==> src/rtl/cpu_pkg.sv <==
// Shared opcode constants, stage record and opcode-class helpers
// for the instruction pipeline control path.
package cpu_pkg;

    localparam int OPW  = 5;
    localparam int RW   = 3;
    localparam int CNTW = 16;

    localparam logic [OPW-1:0] OP_MV   = 5'b00000;
    localparam logic [OPW-1:0] OP_ADD  = 5'b00001;
    localparam logic [OPW-1:0] OP_SUB  = 5'b00010;
    localparam logic [OPW-1:0] OP_CMP  = 5'b00011;
    localparam logic [OPW-1:0] OP_LD   = 5'b00100;
    localparam logic [OPW-1:0] OP_ST   = 5'b00101;
    localparam logic [OPW-1:0] OP_MVI  = 5'b10000;
    localparam logic [OPW-1:0] OP_MVHI = 5'b10110;
    localparam logic [OPW-1:0] NOP_OP  = 5'b01111;

    typedef struct packed {
        logic [OPW-1:0] op;
        logic [RW-1:0]  rx;
        logic [RW-1:0]  ry;
        logic           valid;
    } stage_t;

    localparam stage_t BUBBLE = '{
        op:    NOP_OP,
        rx:    '0,
        ry:    '0,
        valid: 1'b0
    };

    function automatic logic writes(input logic [OPW-1:0] op);
        return !op[3] && !(op[1] && op[0]);
    endfunction

    function automatic logic uses_rx(input logic [OPW-1:0] op);
        return !(op == OP_MV || op == OP_MVI || op == OP_LD)
            && !(op[3] && op[4]);
    endfunction

    function automatic logic uses_ry(input logic [OPW-1:0] op);
        return !op[4] && !op[3];
    endfunction

endpackage

==> src/rtl/hazard_unit.sv <==
// RAW hazard detection: the RegRead instruction waits while an older
// instruction in Execute or Writeback still has to write a source register.
module hazard_unit
    import cpu_pkg::*;
(
    input  stage_t s2,
    input  stage_t s3,
    input  stage_t s4,
    output logic   stall
);

    function automatic logic hit(input stage_t cur, input stage_t old);
        return old.valid && writes(old.op)
            && ((uses_rx(cur.op) && old.rx == cur.rx)
             || (uses_ry(cur.op) && old.rx == cur.ry));
    endfunction

    assign stall = s2.valid && (hit(s2, s3) || hit(s2, s4));

endmodule

==> src/rtl/opcode_pipeline.sv <==
// Four-stage opcode/register-field pipeline with RAW stall, branch
// bubbling, fetch hold and saturating stall/bubble counters.
module opcode_pipeline
    import cpu_pkg::*;
(
    input  logic             clk,
    input  logic             reset,
    input  logic             instr_valid,
    input  logic [15:0]      instr,
    input  logic             br_resolved,
    output logic [OPW-1:0]   opcode [1:4],
    output logic [RW-1:0]    rx_rd,
    output logic [RW-1:0]    ry_rd,
    output logic [RW-1:0]    rx_wb,
    output logic             fetch_ready,
    output logic             stall,
    output logic [CNTW-1:0]  stall_cnt,
    output logic [CNTW-1:0]  bubble_cnt
);

    stage_t s1, s2, s3, s4;
    stage_t fetched;
    logic   br_pending;
    logic   take;
    logic   br_enter;
    logic   bubble_in;
    logic   unused_hi;

    hazard_unit u_hazard (
        .s2    (s2),
        .s3    (s3),
        .s4    (s4),
        .stall (stall)
    );

    assign fetched = '{
        op:    instr[OPW-1:0],
        rx:    instr[OPW+RW-1:OPW],
        ry:    instr[OPW+2*RW-1:OPW+RW],
        valid: 1'b1
    };
    assign unused_hi = ^instr[15:OPW+2*RW];

    assign fetch_ready = !br_pending && !stall;
    assign take        = instr_valid && fetch_ready;
    // a branch leaving Fetch closes the front end until Execute resolves it
    assign br_enter    = s1.valid && s1.op[3] && !stall;
    assign bubble_in   = stall || !s2.valid;

    assign opcode[1] = s1.valid ? s1.op : NOP_OP;
    assign opcode[2] = s2.valid ? s2.op : NOP_OP;
    assign opcode[3] = s3.valid ? s3.op : NOP_OP;
    assign opcode[4] = s4.valid ? s4.op : NOP_OP;

    assign rx_rd = s2.rx;
    assign ry_rd = s2.ry;
    assign rx_wb = s4.rx;

    always_ff @(posedge clk) begin
        if (reset) begin
            s1         <= BUBBLE;
            s2         <= BUBBLE;
            s3         <= BUBBLE;
            s4         <= BUBBLE;
            br_pending <= 1'b0;
            stall_cnt  <= '0;
            bubble_cnt <= '0;
        end else begin
            s4 <= s3;
            if (stall) begin
                s3 <= BUBBLE;
            end else begin
                s3 <= s2;
                s2 <= s1;
                s1 <= take ? fetched : BUBBLE;
            end
            if (br_enter) begin
                br_pending <= 1'b1;
            end else if (br_resolved) begin
                br_pending <= 1'b0;
            end
            if (stall && stall_cnt != '1) begin
                stall_cnt <= stall_cnt + 1'b1;
            end
            if (bubble_in && bubble_cnt != '1) begin
                bubble_cnt <= bubble_cnt + 1'b1;
            end
        end
    end

endmodule

==> config.mk <==
export PLATFORM = sky130hd
export DESIGN_NAME = opcode_pipeline
export DESIGN_NICKNAME = d
export VERILOG_FILES = /design/src/rtl/cpu_pkg.sv /design/src/rtl/hazard_unit.sv /design/src/rtl/opcode_pipeline.sv
export SDC_FILE = /design/constraint.sdc
export NUM_CORES = 1
export LEC_CHECK = 0
export ABC_AREA = 1
export CELL_PAD_IN_SITES_DETAIL_PLACEMENT = 1
export CELL_PAD_IN_SITES_GLOBAL_PLACEMENT = 2
export CORE_ASPECT_RATIO = 1.5
export CORE_UTILIZATION = 25
export DETAILED_ROUTE_END_ITERATION = 6
export PLACE_DENSITY_LB_ADDON = 0.1
export REMOVE_ABC_BUFFERS = 1
export SLEW_MARGIN = 25
export SYNTH_ARGS = -nofsm -noshare
export SYNTH_HDL_FRONTEND = slang
export SYNTH_SLANG_ARGS = --single-unit
==> constraint.sdc <==
create_clock -name clk -period 1.75 [get_ports clk]
set_clock_uncertainty 0.05 [all_clocks]
set_input_delay 0.35 -clock clk [delete_from_list [all_inputs] [get_ports clk]]
set_output_delay 0.35 -clock clk [all_outputs]
set_load 0.02 [all_outputs]
# Yosys cells after proc, flatten, opt, wreduce, memory -nomap -nowiden
# Index checks and enable logic that the tools add are counted.
[totals] mem_bits_ro=0 word_cells=76 n_memories=0 input_bits=20 register_bits=75 mem_bits_rw=0 latch_bits=0
[op_classes] mul=0 muxes=7 n_div=0 add_sub_neg=2 magnitude_cmp=0 n_shift=0 reduce_logical=42 eq_ne=8 bitwise=0
[ops] op="16-bit by 1-bit adder with 16-bit output, second input constant" count=2
[ops] op="16-bit != test, second input constant" count=2
[ops] op="1-bit logical AND" count=22
[ops] op="5-bit 2-to-1 mux" count=4
[ops] op="3-bit == test" count=4
[ops] op="12-bit 2-to-1 mux" count=1
[ops] op="1-bit logical NOT" count=11
[ops] op="1-bit logical OR" count=6
[ops] op="5-bit by 3-bit == test with 1-bit output, second input constant" count=1
[ops] op="5-bit == test, second input constant" count=1
[ops] op="5-bit logical NOT" count=1
[ops] op="1-bit 2-to-1 mux" count=2
[ops] op="2-bit nonzero test" count=1
[ops] op="2-bit OR reduction" count=1

# Depth between registers and ports, before layout
# Gate-level depths: netlist of the first run.
[depth] ltp_word=14 ltp_mapped=13

# By module
# Synthesis of the first run repeated with hierarchy kept, for this count alone.
[unflattened] cells_unflattened=578 hier_area_um2=3832.4
[by_module_without_submodules] mod="opcode_pipeline" seq_area_each_um2=1621.6 cells_each=503 instances=1 area_per_inst_um2=3529.6
[by_module_without_submodules] mod="hazard_unit" seq_area_each_um2=0.0 cells_each=75 instances=1 area_per_inst_um2=302.8

# Worst setup path after synthesis of the first run
# No wires, ideal clock.
[synth_timing] kind="reg2reg" from="register bubble_cnt[0]" to="register bubble_cnt[0]" setup_slack_ns=-0.261 setup_ns=0.115 arrival_time_ns=1.846 stages_incl_launch_ff=10 required_time_ns=1.585 path_cell_list="dfxtp_1 -> ha_1 -> nand2_1 -> nor3_2 -> nand2_1 -> nor2_1 -> nand2_2 -> clkbuf_1 -> a21oi_1 -> nor2_1"
[synth_between] elab_chain_len=2 elab_cells_between_ends=3
[synth_rtl] element="start, declared" line="opcode_pipeline.sv:18" source="output logic [CNTW-1:0] bubble_cnt"
[synth_rtl] element="start signal, assigned" line="opcode_pipeline.sv:86" source="bubble_cnt <= bubble_cnt + 1'b1;"
[synth_rtl] element="branches (longest 2 deep; another with 16-bit by 1-bit adder with 16-bit output)"
# Several ways; the timed one is not identified.
# A chain may end at the register's enable or synchronous reset.

# Worst setup path in the final report of the first run
[layout_timing] from="register rx_wb[1] (netlist name)" to="output fetch_ready"
[layout_between] elab_chain_len=8 elab_cells_between_ends=10
[layout_rtl] element="3-bit == test (on tied branches)" line="hazard_unit.sv:14, hazard_unit.sv:15"
[layout_rtl] element="1-bit logical AND (on tied branches)" line="hazard_unit.sv:14, hazard_unit.sv:15"
[layout_rtl] element="1-bit logical OR (*)" line="hazard_unit.sv:15" source="|| (uses_ry(cur.op) && old.rx == cur.ry));"
[layout_rtl] element="1-bit logical AND (*)" line="hazard_unit.sv:14" source="&& ((uses_rx(cur.op) && old.rx == cur.rx)"
[layout_rtl] element="1-bit logical OR (*)" line="hazard_unit.sv:18" source="assign stall = s2.valid && (hit(s2, s3) || hit(s2, s4));"
[layout_rtl] element="1-bit logical AND (*)" line="hazard_unit.sv:18"
[layout_rtl] element="1-bit logical NOT (*)" line="opcode_pipeline.sv:44" source="assign fetch_ready = !br_pending && !stall;"
[layout_rtl] element="1-bit logical AND (*)" line="opcode_pipeline.sv:44"
[layout_rtl] element="end, declared" line="opcode_pipeline.sv:15" source="output logic fetch_ready,"
# Every way passes the cells marked *; elsewhere a longest branch is shown, timed or not.

==> results.cfg, run 1 <==
[critical_path]
cp.required_ns = 1.35
cp-end-kind = primary output
crit_type = flip-flop to primary output
critical_path_peak_fanout = 3
ff_to_ff_path_depth = 15
critical_path_arrival_ns = 1.62
worstSetupStartpointType = flip-flop

[cells_and_area]
layout-drive-gt1-share = 0.337
multi_input_comb_area_sq_um = 2190
fillers = 1807
area_used_by_sequential_logic_in_the_layout_sq_um = 1520
final_net_count = 690
layout-area-overhead-vs-synth_pct = 61.6
num_antenna_cells = 0
final_cells = 869

[clock_network]
clkTransAtPathRegs_ns = 0.06
clk-insertion-delay-late_ns = 0.34
cts_num_sinks = 75
cts_buffers = 9
clock_path_buffers = 2
root_buffer = sky130_fd_sc_hd__clkbuf_16
tritoncts = yes
htreeDepth = 3

[synth]
portion_of_the_post_synthesis_area_used_by_sequential_elements = 0.407
ys_warn_count = 0
synth.largest_area_cell = sky130_fd_sc_hd__dfxtp_1
top_cells_by_area_in_the_synthesized_netlist = sky130_fd_sc_hd__dfxtp_1 (41%), sky130_fd_sc_hd__nand2_1 (13%), sky130_fd_sc_hd__nand3_1 (6.4%), sky130_fd_sc_hd__a21oi_1 (5.4%), sky130_fd_sc_hd__nor2_1 (5.1%)
ys_ff_latch = 75
postSynthCellCount = 518
synthesis.area_per_instance_sq_um = 7.13
dominantRegCellSynth = sky130_fd_sc_hd__dfxtp_1
area_share_of_the_largest_cell_type_after_synthesis = 0.407
synth-edff-count = 0
async_flop_share = 0
synth_most_common_cell = sky130_fd_sc_hd__nand2_1
netlist_top_cells_count = sky130_fd_sc_hd__nand2_1 (130), sky130_fd_sc_hd__dfxtp_1 (75), sky130_fd_sc_hd__nor2_1 (50)
yosysUniqueCellTypes = 30
netlist_area_sq_um = 3690

[sta]
period_needed_ns = 2.02
tightest_slew_ns = 0.453
fin_ws_ns = -0.269
finalCritPeriodShare = 1.15
finalSetupViolations = 59
grt_setup_unrepaired = true
final_hold_violating_endpoints = 0
worst_slew_margin_rel = 0.696
fin_tns_setup_ns = -5.66
max_slew_violation_count = 0
timing.fmax_mhz = 495
worst_hold_margin_ns = 0.373

[routing]
route.final.wire_length_mm = 12.9
drc_errors = 1
detailedRoute.firstIterationViolations = 65
detail_route.vias_per_cell = 4.50
final_antenna_net_count = 0
routed.top_layer = met4
detailroute.wirelength.met3_microns = 420
drt_first_pass_iters = 6
detailroute.via_count = 3911
route.layer.met1.wl_mm = 5.16
route.met2.wl_mm = 7.10
drt-wirelength-per-cell_microns = 14.8

[global_routing]
first_global_vias = 4080
grt.total_usage = 0.175
antenna_violations_before_repair = 0
grt_pass1_wl_mm = 20.4
grt_start_max_net_pins = 49
grt-ovfl-total = 0

[power_and_ir_drop]
ir_worst_vdd_uv = 513
power.total_w = 0.00407
static-leakage-power_nw = 2.56
p_per_area_nw_per_um2 = 681

[placed_design]
place.detailed.instances = 841
buffer_ports.inserted = 77
gp_congestion = 0.810
detailed_place_hpwl_mm = 9.26

[hold_path]
tightest_hold_check_type = flip-flop to flip-flop
min_delay_path_depth = 2

[floorplan]
starting_density_of_the_core = 0.255
die_height_microns = 151
floorplan.die.width_microns = 101
die_area_sq_um = 15300
row_cnt = 54
num_io_pins = 83
fp.coreArea_sq_um = 14500

[job]
maxCapViolCount = 0

[outcome]
violations_in_the_final_reports = DRC, setup timing
outcome = complete, but fails checks
-- cells by family (layout without fill, tap and decap cells) --
kind of cell	after synthesis	count (layout)	share of synthesized area
AND/OR/NAND/NOR	271	272	0.326
buffers and inverters	81	235	0.100
flip-flops	75	75	0.407
AO/OA/AOI/OAI	59	59	0.0891
XOR/XNOR	30	30	0.0711
adder cells (fa/ha/maj)	2	2	0.00677
-- final cells by class --
type | count | area share
Clock buffer | 11 | 0.0390
Tap cell | 196 | 0.0411
Clock inverter | 5 | 0.0130
Multi-Input combinational cell | 363 | 0.367
Timing Repair Buffer | 170 | 0.252
Inverter | 49 | 0.0321
Sequential cell | 75 | 0.255
-- state kept, by name (all words and copies together) (netlist names), 3 cells and up --
signal / cells
ry_rd: 3
rx_wb: 3
s1: 12
s3: 9
s4: 6
stall_cnt: 16
rx_rd: 3
bubble_cnt: 16
s2: 6
-- per-layer routing --
metal,vias up,global-route usage
li1,1967,-
met1,1882,0.193
met2,53,0.334
met3,9,0.0300
met4,0,0.0587
met5,-,0
-- cell usage in the layout, fill, tap and decap left out, drive strengths merged --
cell and count:
a21oi 43, a22oi 1, buf 102, bufinv 2
clkbuf 12, clkdlybuf4s50 15, clkinv 3, clkinvlp 1
dfxtp 75, dlygate4sd2 49, dlymetal6s2s 3, ha 2
inv 48, nand2 132, nand2b 1, nand3 49
nand4 20, nor2 50, nor3 10, nor3b 2
o211ai 3, o21ai 7, o31ai 5, or2 8
xnor2 12, xor2 18
-- through the flow --
step	setup slack, ns	utilization	cell area (sq um)
finish	-0.269	0.413	5970
global route	-0.398	0.413	5970
CTS	-0.265	0.395	5710
detailed placement	-0.517	0.356	5150
global placement	-0.487	0.356	5150
floorplan	-0.633	-	3510
-- critical path, cell delays in order (launching register included) --
cell and delay, ns:
sky130_fd_sc_hd__dfxtp_2 0.34, sky130_fd_sc_hd__buf_4 0.13, sky130_fd_sc_hd__nand2_1 0.05, sky130_fd_sc_hd__nand2_1 0.05, sky130_fd_sc_hd__nor2_1 0.09, sky130_fd_sc_hd__nand3_1 0.07, sky130_fd_sc_hd__nand2_1 0.08, sky130_fd_sc_hd__nand2_2 0.07
sky130_fd_sc_hd__a21oi_4 0.21, sky130_fd_sc_hd__nor2_4 0.06, sky130_fd_sc_hd__buf_6 0.13
-- path summary, 6_finish.rpt --
kind	from	to	slack (ns)
setup / recovery	rx_wb[1]$_SDFF_PP0_	fetch_ready	-0.27
setup reg to reg	rx_wb[1]$_SDFF_PP0_	s2[8]$_SDFFE_PP1N_	-0.17
hold / removal	s3[11]$_SDFF_PP0_	s4[11]$_SDFF_PP0_	0.37
hold reg to reg	s3[11]$_SDFF_PP0_	s4[11]$_SDFF_PP0_	0.37
-- repair_timing --
item	4_1_cts	5_1_grt
setup endpoints to repair	123	75
cloned	3	1
setup buffers	7	2
hold buffers	0	0
gates resized for setup	167	71
pin swaps	25	30
-- where the power goes --
part	switching [W]	total, W	internal (W)	leakage (nW)
clock network	0.000726	0.00197	0.00124	0.150
registers	0.0000276	0.00177	0.00174	0.615
logic	0.000180	0.000326	0.000146	1.79
Note: power is estimated with default switching activity, not from simulation.
==> run 2: changes to the inputs <==
- CORE_MARGIN: unset -> 8
- CORE_UTILIZATION: 25 -> 28
- clock period: 1.75 -> 2.2 ns (I/O delays scaled with it)
==> results.cfg, run 2 (synthesized netlist as in run 1, its figures left out) <==
[routing]
route.final.wire_length_mm = 11.4
final_antenna_net_count = 0
drt-wirelength-per-cell_microns = 14.5
detailedRoute.firstIterationViolations = 73
detailroute.via_count = 3699
detail_route.vias_per_cell = 4.70
drt_first_pass_iters = 4
drc_errors = 0

[placed_design]
pre_cts_slack_ns = -0.193
buffer_ports.inserted = 77
gp_congestion = 0.780
detailed_place_hpwl_mm = 8.48

[critical_path]
cp.required_ns = 1.71
crit_type = flip-flop to primary output
cp-end-kind = primary output
critical_path_arrival_ns = 1.63
worstSetupStartpointType = flip-flop
critical_path_peak_fanout = 3

[cells_and_area]
final_net_count = 645
finish.utilization = 0.403
num_antenna_cells = 0
top_regs = bubble_cnt: 16 flops, stall_cnt: 16 flops, s1: 12 flops
layout-area-overhead-vs-synth_pct = 41.5
layout_commonest_cell = sky130_fd_sc_hd__nand2_1
layout.cells.most_common_list = sky130_fd_sc_hd__nand2_1 (126), sky130_fd_sc_hd__clkdlybuf4s50_1 (69), sky130_fd_sc_hd__dfxtp_1 (64)
fillers = 1609
layout-drive-gt1-share = 0.167

[floorplan]
floorplan.die.width_microns = 110
starting_density_of_the_core = 0.285
num_io_pins = 83
die_height_microns = 157
row_cnt = 51
die_area_sq_um = 17200
fp.coreArea_sq_um = 13000

[job]
maxCapViolCount = 0

[power_and_ir_drop]
p_per_area_nw_per_um2 = 615
static-leakage-power_nw = 2.02
ir_worst_vdd_uv = 322

[sta]
grt_setup_unrepaired = true
worst_hold_margin_ns = 0.380
finalCritPeriodShare = 0.962
fin_ws_ns = 0.0830
finalSetupViolations = 0
max_slew_violation_count = 0
period_needed_ns = 2.12
tightest_slew_ns = 0.582
timing.fmax_mhz = 472
worst_slew_margin_rel = 0.612
final_hold_violating_endpoints = 0

[clock_network]
cts_setup_buffers = 0
clock_path_buffers = 2
cts_buffers = 9
clk-insertion-delay-late_ns = 0.33
tritoncts = yes
cts_num_sinks = 75
root_buffer = sky130_fd_sc_hd__clkbuf_16
clkTransAtPathRegs_ns = 0.06
htreeDepth = 3

[global_routing]
grt_pass1_wl_mm = 19.6
grt-ovfl-total = 0
grt.total_usage = 0.142
grt_start_max_net_pins = 49
antenna_violations_before_repair = 0
first_global_vias = 4053

[outcome]
outcome = completed

[hold_path]
tightest_hold_check_type = flip-flop to flip-flop
[run 2: metrics by stage]
stage,setup TNS [ns],cells,power [W],cell area [sq um]
after detailed placement,-0.324,771,0.00164,4840
after global routing,-0.0784,787,0.00336,5230
after floorplan,-0.594,486,0.00152,3510
after CTS,0,787,0.00329,5180
final,0,787,0.00322,5230
after global placement,-0.244,771,0.00164,4840
[run 2: critical path, stage by stage (launching register included)]
cell	delay, ns
sky130_fd_sc_hd__dfxtp_1	0.33
sky130_fd_sc_hd__inv_1	0.05
sky130_fd_sc_hd__buf_4	0.13
sky130_fd_sc_hd__or2_2	0.26
sky130_fd_sc_hd__clkdlybuf4s50_1	0.54
[run 2: power by group]
part | switching (W) | internal [W] | total, W | leakage, nW
sequential | 0.0000234 | 0.00138 | 0.00141 | 0.615
combinational | 0.000109 | 0.0000915 | 0.000200 | 1.25
clock | 0.000608 | 0.00100 | 0.00161 | 0.152
total | 0.000740 | 0.00248 | 0.00322 | 2.02
[run 2: layer usage]
metal | up-vias | track usage | part of all wire
li1 | 1870 | - | -
met1 | 1747 | 0.162 | 0.43
met2 | 71 | 0.250 | 0.50
met3 | 11 | 0.0329 | 0.050
met4 | 0 | 0.0491 | 0.013
met5 | - | 0 | 0
[run 2: area by class of cell]
cell class | count | area, sq um | area share
clock buffer | 9 | 225 | 0.0431
clock inverter | 7 | 101 | 0.0194
inverter | 49 | 184 | 0.0352
multi-input combinational | 362 | 1850 | 0.355
sequential | 75 | 1520 | 0.291
tap | 159 | 199 | 0.0381
timing repair buffer | 126 | 1140 | 0.218
[run 2: path summary, 6_finish.rpt]
| kind | from | to | slack [ns] | cells past startpoint |
|---|---|---|---|---|
| worst max-delay path | s4[0]$_SDFF_PP0_ | opcode[1] | 0.08 | 4 |
| worst min-delay path | s3[9]$_SDFF_PP1_ | s4[9]$_SDFF_PP1_ | 0.38 | 2 |
| worst max register to register | ry_rd[0]$_SDFFE_PP0N_ | ry_rd[1]$_SDFFE_PP0N_ | 0.28 | 13 |
| worst min register to register | s3[9]$_SDFF_PP1_ | s4[9]$_SDFF_PP1_ | 0.38 | 2 |
[run 2: repair_timing]
item	CTS	global route
endpoints found under the hold margin	0	0
pin swaps	4	2
endpoints found under the setup margin	2	23
resized for setup	22	17
hold buffers	0	0
